$ cat src/rtl/io_port_ctrl_pkg.sv
// Shared definitions for the memory-mapped I/O port controller.
// Optional transfer counters are enabled with IO_PORT_CNT_EN.
package io_port_ctrl_pkg;

    localparam int          IO_DATA_W = 32;
    localparam logic [2:0]  IO_FUNCT3 = 3'b111;

    typedef enum logic {
        OUT_IDLE = 1'b0,
        OUT_FULL = 1'b1
    } out_state_e;

endpackage

$ cat src/rtl/io_port_ctrl_if.sv
// External-device side of the I/O port: output word and input word handshakes.
// master = controller, slave = external device.
interface io_port_ctrl_if
    import io_port_ctrl_pkg::*;
#(
    parameter int DATA_W = IO_DATA_W
);
    logic [DATA_W-1:0] ext_out_data;
    logic              ext_out_valid;
    logic              ext_out_ready;
    logic [DATA_W-1:0] ext_in_data;
    logic              ext_in_valid;
    logic              ext_in_ready;

    modport master (
        output ext_out_data, ext_out_valid, ext_in_ready,
        input  ext_out_ready, ext_in_data, ext_in_valid
    );

    modport slave (
        input  ext_out_data, ext_out_valid, ext_in_ready,
        output ext_out_ready, ext_in_data, ext_in_valid
    );
endinterface

$ cat src/rtl/io_in_fifo.sv
// Parameterised synchronous circular-buffer FIFO (DEPTH a power of 2, >= 2).
module io_in_fifo #(
    parameter int DATA_W = 32,
    parameter int DEPTH  = 4
) (
    input  logic                     clk,
    input  logic                     rst_n,
    input  logic                     push,
    input  logic                     pop,
    input  logic [DATA_W-1:0]        wr_data,
    output logic [DATA_W-1:0]        rd_data,
    output logic [$clog2(DEPTH):0]   count,
    output logic                     full,
    output logic                     empty
);
    localparam int           AW       = $clog2(DEPTH);
    localparam logic [AW:0]  FULL_CNT = (AW+1)'(DEPTH);

    logic [DATA_W-1:0] mem [DEPTH];
    logic [AW-1:0]     wr_ptr, rd_ptr;
    logic [AW:0]       count_q;
    logic              push_ok, pop_ok;

    assign full    = (count_q == FULL_CNT);
    assign empty   = (count_q == '0);
    assign push_ok = push & ~full;
    assign pop_ok  = pop & ~empty;

    always_ff @(posedge clk or negedge rst_n) begin
        if (!rst_n) begin
            wr_ptr  <= '0;
            rd_ptr  <= '0;
            count_q <= '0;
        end else begin
            if (push_ok) wr_ptr <= wr_ptr + 1'b1;
            if (pop_ok)  rd_ptr <= rd_ptr + 1'b1;
            case ({push_ok, pop_ok})
                2'b10:   count_q <= count_q + 1'b1;
                2'b01:   count_q <= count_q - 1'b1;
                default: count_q <= count_q;
            endcase
        end
    end

    // Storage needs no reset: reads are gated by count.
    always_ff @(posedge clk) begin
        if (push_ok) mem[wr_ptr] <= wr_data;
    end

    assign rd_data = mem[rd_ptr];
    assign count   = count_q;

endmodule

$ cat src/rtl/io_port_ctrl.sv
// I/O port controller for the single-cycle core: output holding register + input FIFO.
// Define IO_PORT_CNT_EN to add tx_count / rx_count transfer counters.
module io_port_ctrl
    import io_port_ctrl_pkg::*;
#(
    parameter int DATA_W   = IO_DATA_W,
    parameter int IN_DEPTH = 4
) (
    input  logic              clk,
    input  logic              rst_n,
    input  logic              in_strobe,
    input  logic              out_strobe,
    input  logic [DATA_W-1:0] out_data,
    output logic [DATA_W-1:0] in_data,
    output logic              stall,
`ifdef IO_PORT_CNT_EN
    output logic [15:0]       tx_count,
    output logic [15:0]       rx_count,
`endif
    io_port_ctrl_if.master    ext
);
    localparam int AW = $clog2(IN_DEPTH);

    // Input path
    logic              push, pop, fifo_full, fifo_empty, stall_in;
    logic [AW:0]       fifo_count;
    logic [DATA_W-1:0] fifo_rd;

    assign ext.ext_in_ready = ~fifo_full;
    assign push             = ext.ext_in_valid & ext.ext_in_ready;
    assign pop              = in_strobe & (fifo_count != '0);
    assign in_data          = fifo_empty ? '0 : fifo_rd;
    assign stall_in         = in_strobe & fifo_empty;

    io_in_fifo #(
        .DATA_W (DATA_W),
        .DEPTH  (IN_DEPTH)
    ) u_in_fifo (
        .clk     (clk),
        .rst_n   (rst_n),
        .push    (push),
        .pop     (pop),
        .wr_data (ext.ext_in_data),
        .rd_data (fifo_rd),
        .count   (fifo_count),
        .full    (fifo_full),
        .empty   (fifo_empty)
    );

    // Output path
    out_state_e        state_q, state_d;
    logic [DATA_W-1:0] out_q;
    logic              load, stall_out;

    always_ff @(posedge clk or negedge rst_n) begin
        if (!rst_n) begin
            state_q <= OUT_IDLE;
            out_q   <= '0;
        end else begin
            state_q <= state_d;
            if (load) out_q <= out_data;
        end
    end

    // A held word is only replaced on the edge it handshakes, so it never changes under !ready.
    always_comb begin
        state_d   = state_q;
        load      = 1'b0;
        stall_out = 1'b0;
        case (state_q)
            OUT_IDLE: begin
                if (out_strobe) begin
                    load    = 1'b1;
                    state_d = OUT_FULL;
                end
            end
            OUT_FULL: begin
                if (ext.ext_out_ready) begin
                    if (out_strobe) load = 1'b1;
                    else            state_d = OUT_IDLE;
                end else if (out_strobe) begin
                    stall_out = 1'b1;
                end
            end
            default: state_d = OUT_IDLE;
        endcase
    end

    assign ext.ext_out_valid = (state_q == OUT_FULL);
    assign ext.ext_out_data  = out_q;
    assign stall             = stall_in | stall_out;

`ifdef IO_PORT_CNT_EN
    logic [15:0] tx_cnt_q, rx_cnt_q;

    always_ff @(posedge clk or negedge rst_n) begin
        if (!rst_n) begin
            tx_cnt_q <= '0;
            rx_cnt_q <= '0;
        end else begin
            if (ext.ext_out_valid & ext.ext_out_ready) tx_cnt_q <= tx_cnt_q + 1'b1;
            if (push)                                  rx_cnt_q <= rx_cnt_q + 1'b1;
        end
    end

    assign tx_count = tx_cnt_q;
    assign rx_count = rx_cnt_q;
`endif

endmodule

$ cat src/flat_wrapper.sv
// flat-port wrapper written by rule: the top's interface ports become plain ports
module io_port_ctrl_flat import io_port_ctrl_pkg::*;
#(
    parameter int DATA_W   = IO_DATA_W,
    parameter int IN_DEPTH = 4
)
  (clk, rst_n, in_strobe, out_strobe, out_data, in_data, stall, ext_ext_out_data, ext_ext_out_valid, ext_ext_in_ready, ext_ext_out_ready, ext_ext_in_data, ext_ext_in_valid);
  io_port_ctrl_if #(.DATA_W(DATA_W)) ext_i ();
  input  logic clk;
  input  logic rst_n;
  input  logic in_strobe;
  input  logic out_strobe;
  input  logic [DATA_W-1:0] out_data;
  output logic [DATA_W-1:0] in_data;
  output logic stall;
  output wire logic [$bits(ext_i.ext_out_data)-1:0] ext_ext_out_data;
  output wire logic [$bits(ext_i.ext_out_valid)-1:0] ext_ext_out_valid;
  output wire logic [$bits(ext_i.ext_in_ready)-1:0] ext_ext_in_ready;
  input wire logic [$bits(ext_i.ext_out_ready)-1:0] ext_ext_out_ready;
  input wire logic [$bits(ext_i.ext_in_data)-1:0] ext_ext_in_data;
  input wire logic [$bits(ext_i.ext_in_valid)-1:0] ext_ext_in_valid;
  assign ext_ext_out_data = ext_i.ext_out_data;
  assign ext_ext_out_valid = ext_i.ext_out_valid;
  assign ext_ext_in_ready = ext_i.ext_in_ready;
  assign ext_i.ext_out_ready = ext_ext_out_ready;
  assign ext_i.ext_in_data = ext_ext_in_data;
  assign ext_i.ext_in_valid = ext_ext_in_valid;
  io_port_ctrl #(.DATA_W(DATA_W), .IN_DEPTH(IN_DEPTH)) u_core (.clk(clk), .rst_n(rst_n), .in_strobe(in_strobe), .out_strobe(out_strobe), .out_data(out_data), .in_data(in_data), .stall(stall), .ext(ext_i));
endmodule
$ cat config.mk
export PLATFORM = sky130hd
export DESIGN_NAME = io_port_ctrl_flat
export DESIGN_NICKNAME = d
export VERILOG_FILES = /design/src/rtl/io_port_ctrl_pkg.sv /design/src/rtl/io_port_ctrl_if.sv /design/src/rtl/io_in_fifo.sv /design/src/rtl/io_port_ctrl.sv /design/src/flat_wrapper.sv
export SDC_FILE = /design/constraint.sdc
export NUM_CORES = 1
export LEC_CHECK = 0
export CORE_MARGIN = 2
export CORE_UTILIZATION = 50
export DETAILED_ROUTE_END_ITERATION = 8
export GPL_TIMING_DRIVEN = 0
export PLACE_DENSITY = 0.8
export SLEW_MARGIN = 15
export SYNTH_ARGS = -nofsm -noshare
export SYNTH_HDL_FRONTEND = slang
export SYNTH_SLANG_ARGS = --single-unit
$ cat constraint.sdc
create_clock -name clk -period 3.5 [get_ports clk]
set_input_delay 0.875 -clock clk [delete_from_list [all_inputs] [get_ports clk]]
set_output_delay 0.875 -clock clk [all_outputs]
set_load 0.02 [all_outputs]
; ---- After elaboration in Yosys (flattened, before gate mapping)
; Memories as Yosys holds them, arrays and structs flattened.
; Index checks and enable logic that the tools add are counted.
[word_totals]
word_cells = 36
in_bits = 70
mem_bits_rw = 128
register_bits = 40
memories = 1
output_inout_bits = 67
[op_classes]
mux = 11
reduce_logical = 3
add_sub_neg = 4
n_eq_ne = 3
bitwise_logic = 9
[mem_list]
columns = memory, words, width, read_ports, rd_ports_with_merged_regs, wr, line
row1 = u_core.u_in_fifo.mem, 4, 32, 1, 0, 1, io_in_fifo.sv:19  ; logic [DATA_W-1:0] mem [DEPTH];
[op_table]
columns = op, count
row1 = $mux 32, 1
row2 = $mux 1, 7
row3 = $pmux 3 s2, 1
row4 = $and 1x1->1, 5
row5 = $add 2x1->2 const B, 2
row6 = $pmux 1 s2, 2
row7 = $add 3x1->3 const B, 1
row8 = $eq 3x3->1 const B, 1
row9 = $logic_not 3->1, 1
row10 = $not 1->1, 3
row11 = $reduce_bool 3->1, 1
row12 = $sub 3x1->3 const B, 1
row13 = $eq 2x1->1 const B, 1
row14 = $eq 2x2->1 const B, 1
row15 = $reduce_bool 2->1, 1
row16 = $or 1x1->1, 1

; ---- Longest topological paths before layout
[logic_depth]
depth_word = 6
ltp_mapped = 9
depth_no_buf = 9

; ---- Cells and area by module
; From an unflattened synthesis, not the netlist that was laid out.
[hier_totals]
cells_unflattened = 317
area_unflattened_um2 = 6721.4
[by_module_without_submodules]
columns = module, area_each_um2, cells_per_inst, seq_area_each_um2, n_inst
row1 = io_in_fifo, 5091.1, 205, 4018.9, 1
row2 = io_port_ctrl, 1630.3, 112, 825.8, 1

; ---- Worst setup path before layout
; Ideal clock, no wire load.
[synth_timing]
path_type = input to output
from = in ext_ext_out_ready
to = out stall
setup_slack_ns = 1.109
cell_stages = 2
t_required_ns = 2.625
arrival_ns = 1.516
path_buffers = 0
cell_sequence = nand2b_1 o21ai_0
[synth_between]
elab_chain_len = 3
[synth_lines]
columns = element, line
row1 = "start, declared", flat_wrapper.sv:19  ; input wire logic [$bits(ext_i.ext_out_ready)-1:0] ext_ext_out_ready;
row2 = $mux 1, io_port_ctrl.sv:78  ; if (ext.ext_out_ready) begin
row3 = $mux 1, io_port_ctrl.sv:70  ; case (state_q)
row4 = $or 1x1->1, io_port_ctrl.sv:91  ; assign stall = stall_in | stall_out;
row5 = "end, declared", flat_wrapper.sv:15  ; output logic stall;
; No other way between the ends.

; ---- Worst setup path after layout
[layout_timing]
from = reg u_core.u_in_fifo.rd_ptr[1]
to = out in_data[23]
[layout_between]
elab_chain_len = 2
[layout_lines]
columns = element, line
row1 = "start, declared", io_in_fifo.sv:20  ; logic [AW-1:0] wr_ptr, rd_ptr;
row2 = "start signal, assigned", io_in_fifo.sv:36  ; if (pop_ok) rd_ptr <= rd_ptr + 1'b1;
row3 = $mem_v2 4x32, -
row4 = $mux 32, io_port_ctrl.sv:32  ; assign in_data = fifo_empty ? '0 : fifo_rd;
row5 = "end, declared", flat_wrapper.sv:14  ; output logic [DATA_W-1:0] in_data;
; No other way between the ends.

==> summary.txt <==
Floorplanning
  – Rows: 41
  – Ports: ~140
  – Die height: ~120 um
  – Initial Utilization: between 50% and 60%
  – Die area: 0.0139 mm^2
  – Die width: roughly 120 um
  – Core Area: around 0.013 mm^2

Setup path
  – Crit path capture: in_data[23]
  – Setup slack, reg-to-reg: between 1 and 1.5 ns
  – Worst setup SP type: flip-flop
  – CP Max Fanout: 10
  – Critical path type: reg -> out
  – Path depth of the worst reg2reg path: 9
  – Worst Setup SP: u_core.u_in_fifo.rd_ptr[1]
  – Reg2reg start: u_core.u_in_fifo.count[0]
  – Critical Path AT: 2.45 ns
  – Reg2reg end: u_core.u_in_fifo.count[2]
  – Worst path required time: about 2.6 ns
  – Critical Path Sink Type: output pin

Synthesis
  – Top-area cell type share of the netlist area: 59.1%
  – Warnings from Yosys: 0
  – Post-synthesis sequential area ratio: around three quarters
  – Synthesized cell area: 0.00650 mm^2
  – Synth Instances: 315
  – Top cells by area, synth: edfxtp_1 59%, dfrtp_1 15%, mux4_2 11%
  – Post-synth cell types: 24
  – Avg Cell Area, Syn: between 20 and 25 um^2
  – Yosys top cell by area: edfxtp_1
  – Register bit total from synthesis: ~170
  – Syn nets: roughly 390

Finish
  – Share of cells above drive strength 1: 24.0%
  – Antenna diodes: 0
  – Most common cell after layout, fill and taps aside: clkdlybuf4s50_1
  – NumNets Final: 547
  – Most frequent cells in the layout: 135 x clkdlybuf4s50_1, 128 x edfxtp_1, 40 x dfrtp_1
  – Final Util: a little under 70%
  – Area Growth Syn to Fin: 33.5%

Route
  – DRT iter0 DRCs: 220
  – DR DRC count: 0
  – Routed Wire Length: around 12 mm
  – Via density: ~5
  – Avg WL per Cell: roughly 19 um
  – First-pass detailed-route iteration total: 4
  – Routed Antenna Nets: 0
  – Via Count: around 3400

Power and ir drop
  – Power share of the sequential group: a little under two fifths
  – P_leak: 3.10 nW
  – Peak VDD IR: a little over 400 uV
  – Logic gate share of total power: a little under two fifths
  – Net Switching: approximately 2.2 mW
  – Clk pwr share: 24.8%
  – Switching Share: 30.4%
  – Pwr per Cell Area: 828 mW/mm^2
  – Tot Pwr: just over 7 mW
  – Internal cell power: 5.00 mW

STA
  – Least-Margin Pin Slew: roughly 0.9 ns
  – RSZ-0062 raised after global routing: no
  – Max frequency: around 0.3 GHz
  – Clock skew: between 0.005 and 0.006 ns
  – Hold slack: approximately 0.32 ns
  – Pins over their slew limit: 0
  – # setup viols final: 0
  – Slew headroom: roughly two fifths
  – Fin crit share: 95.0%
  – Minimum clock period: about 3.3 ns
  – Final setup TNS: 0 ns
  – Hold Vio Cnt, Final: 0
  – Final worst slack: around 0.18 ns

CTS
  – Clock Root Buffer: clkbuf_16
  – Cts bufs inserted: 17
  – Hold_buf cts: 0
  – Worst skew pair latency: approximately 0.42 ns
  – Postcts setup bufs: 0
  – CTS tree: done
  – Clock Sinks: around 170
  – CTS max path bufs: 2
  – H-tree depth: 4
  – Clock transition at path regs: roughly 0.060 ns

Run
  – Max cap viols: 0

Global route
  – Largest net degree at the start of global routing: 33
  – Antenna violations before repair: 0
  – Remaining Overflow, GRT: 0
  – Vias in the first global route: about 3600
  – First-pass GRT wire length: 19.5 mm
  – Total track usage: 19.0%

Place
  – Setup WS pre-CTS: roughly 0.32 ns
  – Hpwl dp: between 8 and 9 mm
  – GPL Wtd Cong: around 0.74
  – IO Port Bufs: 136

Outcome
  – Run status: completed

Min path
  – Worst min path class: in -> async
-- what timing repair did --
item                                    in CTS  in global routing
hold endpoints to repair                     0                  0
resized for setup                            1                  1
endpoints found under the setup margin       6                 21
-- worst min path at each step --
stage / depth (start not counted) / endpoint / from / slack [ns]
after floorplan: 1 / u_core.u_in_fifo.count[2] / u_core.u_in_fifo.count[2] / 0.47
after global placement: 1 / u_core.ext.ext_out_data[10] / u_core.ext.ext_out_data[10] / 0.49
after detailed placement: 1 / u_core.ext.ext_out_data[11] / u_core.ext.ext_out_data[11] / 0.49
after CTS: 1 / u_core.ext.ext_out_valid / rst_n / 0.31
after global routing: 1 / u_core.ext.ext_out_valid / rst_n / 0.32
final: 1 / u_core.ext.ext_out_data[15] / rst_n / 0.32
-- cells in the mapped netlist --
library cell / number
xor2_1: 4
buf_2: 6
edfxtp_1: 128
inv_1: 7
buf_6: 3
nand2_1: 4
or3b_4: 1
mux2_4: 1
clkbuf_1: 4
buf_4: 1
ha_1: 5
fa_1: 1
nor3_2: 1
nor2b_1: 33
and3_2: 4
o21ai_0: 1
nand2b_1: 1
and2_4: 1
mux2_2: 32
nor2_1: 2
mux4_2: 32
xnor2_1: 2
dfrtp_1: 40
mux2i_1: 1
-- metrics by stage --
step | instances | area (um^2)
2_1_floorplan | 315 | 6500
3_3_place_gp | 623 | 8080
3_5_place_dp | 624 | 8090
4_1_cts | 656 | 8670
5_1_grt | 656 | 8680
6_report | 656 | 8680
-- power groups by stage --
stage	registers, mW	logic [mW]	clock network [mW]
5_1_grt	2.75	2.87	1.91
3_5_place_dp	2.75	2.73	0
6_report	2.71	2.69	1.79
4_1_cts	2.71	2.75	1.82
3_3_place_gp	2.72	2.68	0
2_1_floorplan	2.78	1.57	0
-- cells by family (layout without fill, tap and decap cells) --
family | after synthesis | after routing | share of synthesized area [%]
compound gates | 1 | 1 | 0.0769
xor+xnor | 6 | 6 | 0.809
mux | 66 | 66 | 17.0
flops | 168 | 168 | 74.5
simple gates | 47 | 47 | 4.54
buf+inv | 21 | 190 | 1.73
fa+ha+maj | 6 | 6 | 1.27
-- layer usage --
| layer | vias up | GRT usage (%) | part of all wire [%] |
|---|---|---|---|
| li1 | 1524 | - | - |
| met1 | 1732 | 21.6 | 39 |
| met2 | 97 | 32.8 | 54 |
| met3 | 21 | 5.57 | 5.2 |
| met4 | 0 | 9.34 | 2.0 |
| met5 | - | 0 | 0 |
-- registers in the layout, indices dropped and copies added, names as in the netlist --
| name | cells |
|---|---|
| u_core.u_in_fifo.count | 3 |
| u_core.u_in_fifo.mem | 128 |
| u_core.ext.ext_out_valid | 1 |
| u_core.u_in_fifo.rd_ptr | 2 |
| u_core.u_in_fifo.wr_ptr | 2 |
| u_core.ext.ext_out_data | 32 |
-- worst max-delay path, stage by stage (launching register included) --
cell             delay (ns)
dfrtp_1                0.32
clkbuf_1               0.27
buf_2                  0.36
mux4_2                 0.35
nor2b_1                0.16
clkdlybuf4s50_1        0.56
-- area by class of cell --
class | count | area (um^2)
multi-input combinational | 126 | 1550
sequential | 168 | 4840
clock inverter | 10 | 93.8
buffer | 14 | 87.6
tap | 172 | 215
timing repair buffer | 137 | 1380
inverter | 7 | 26.3
clock buffer | 22 | 484
fill | 858 | 4000
Power figures use the tool's default switching activity.
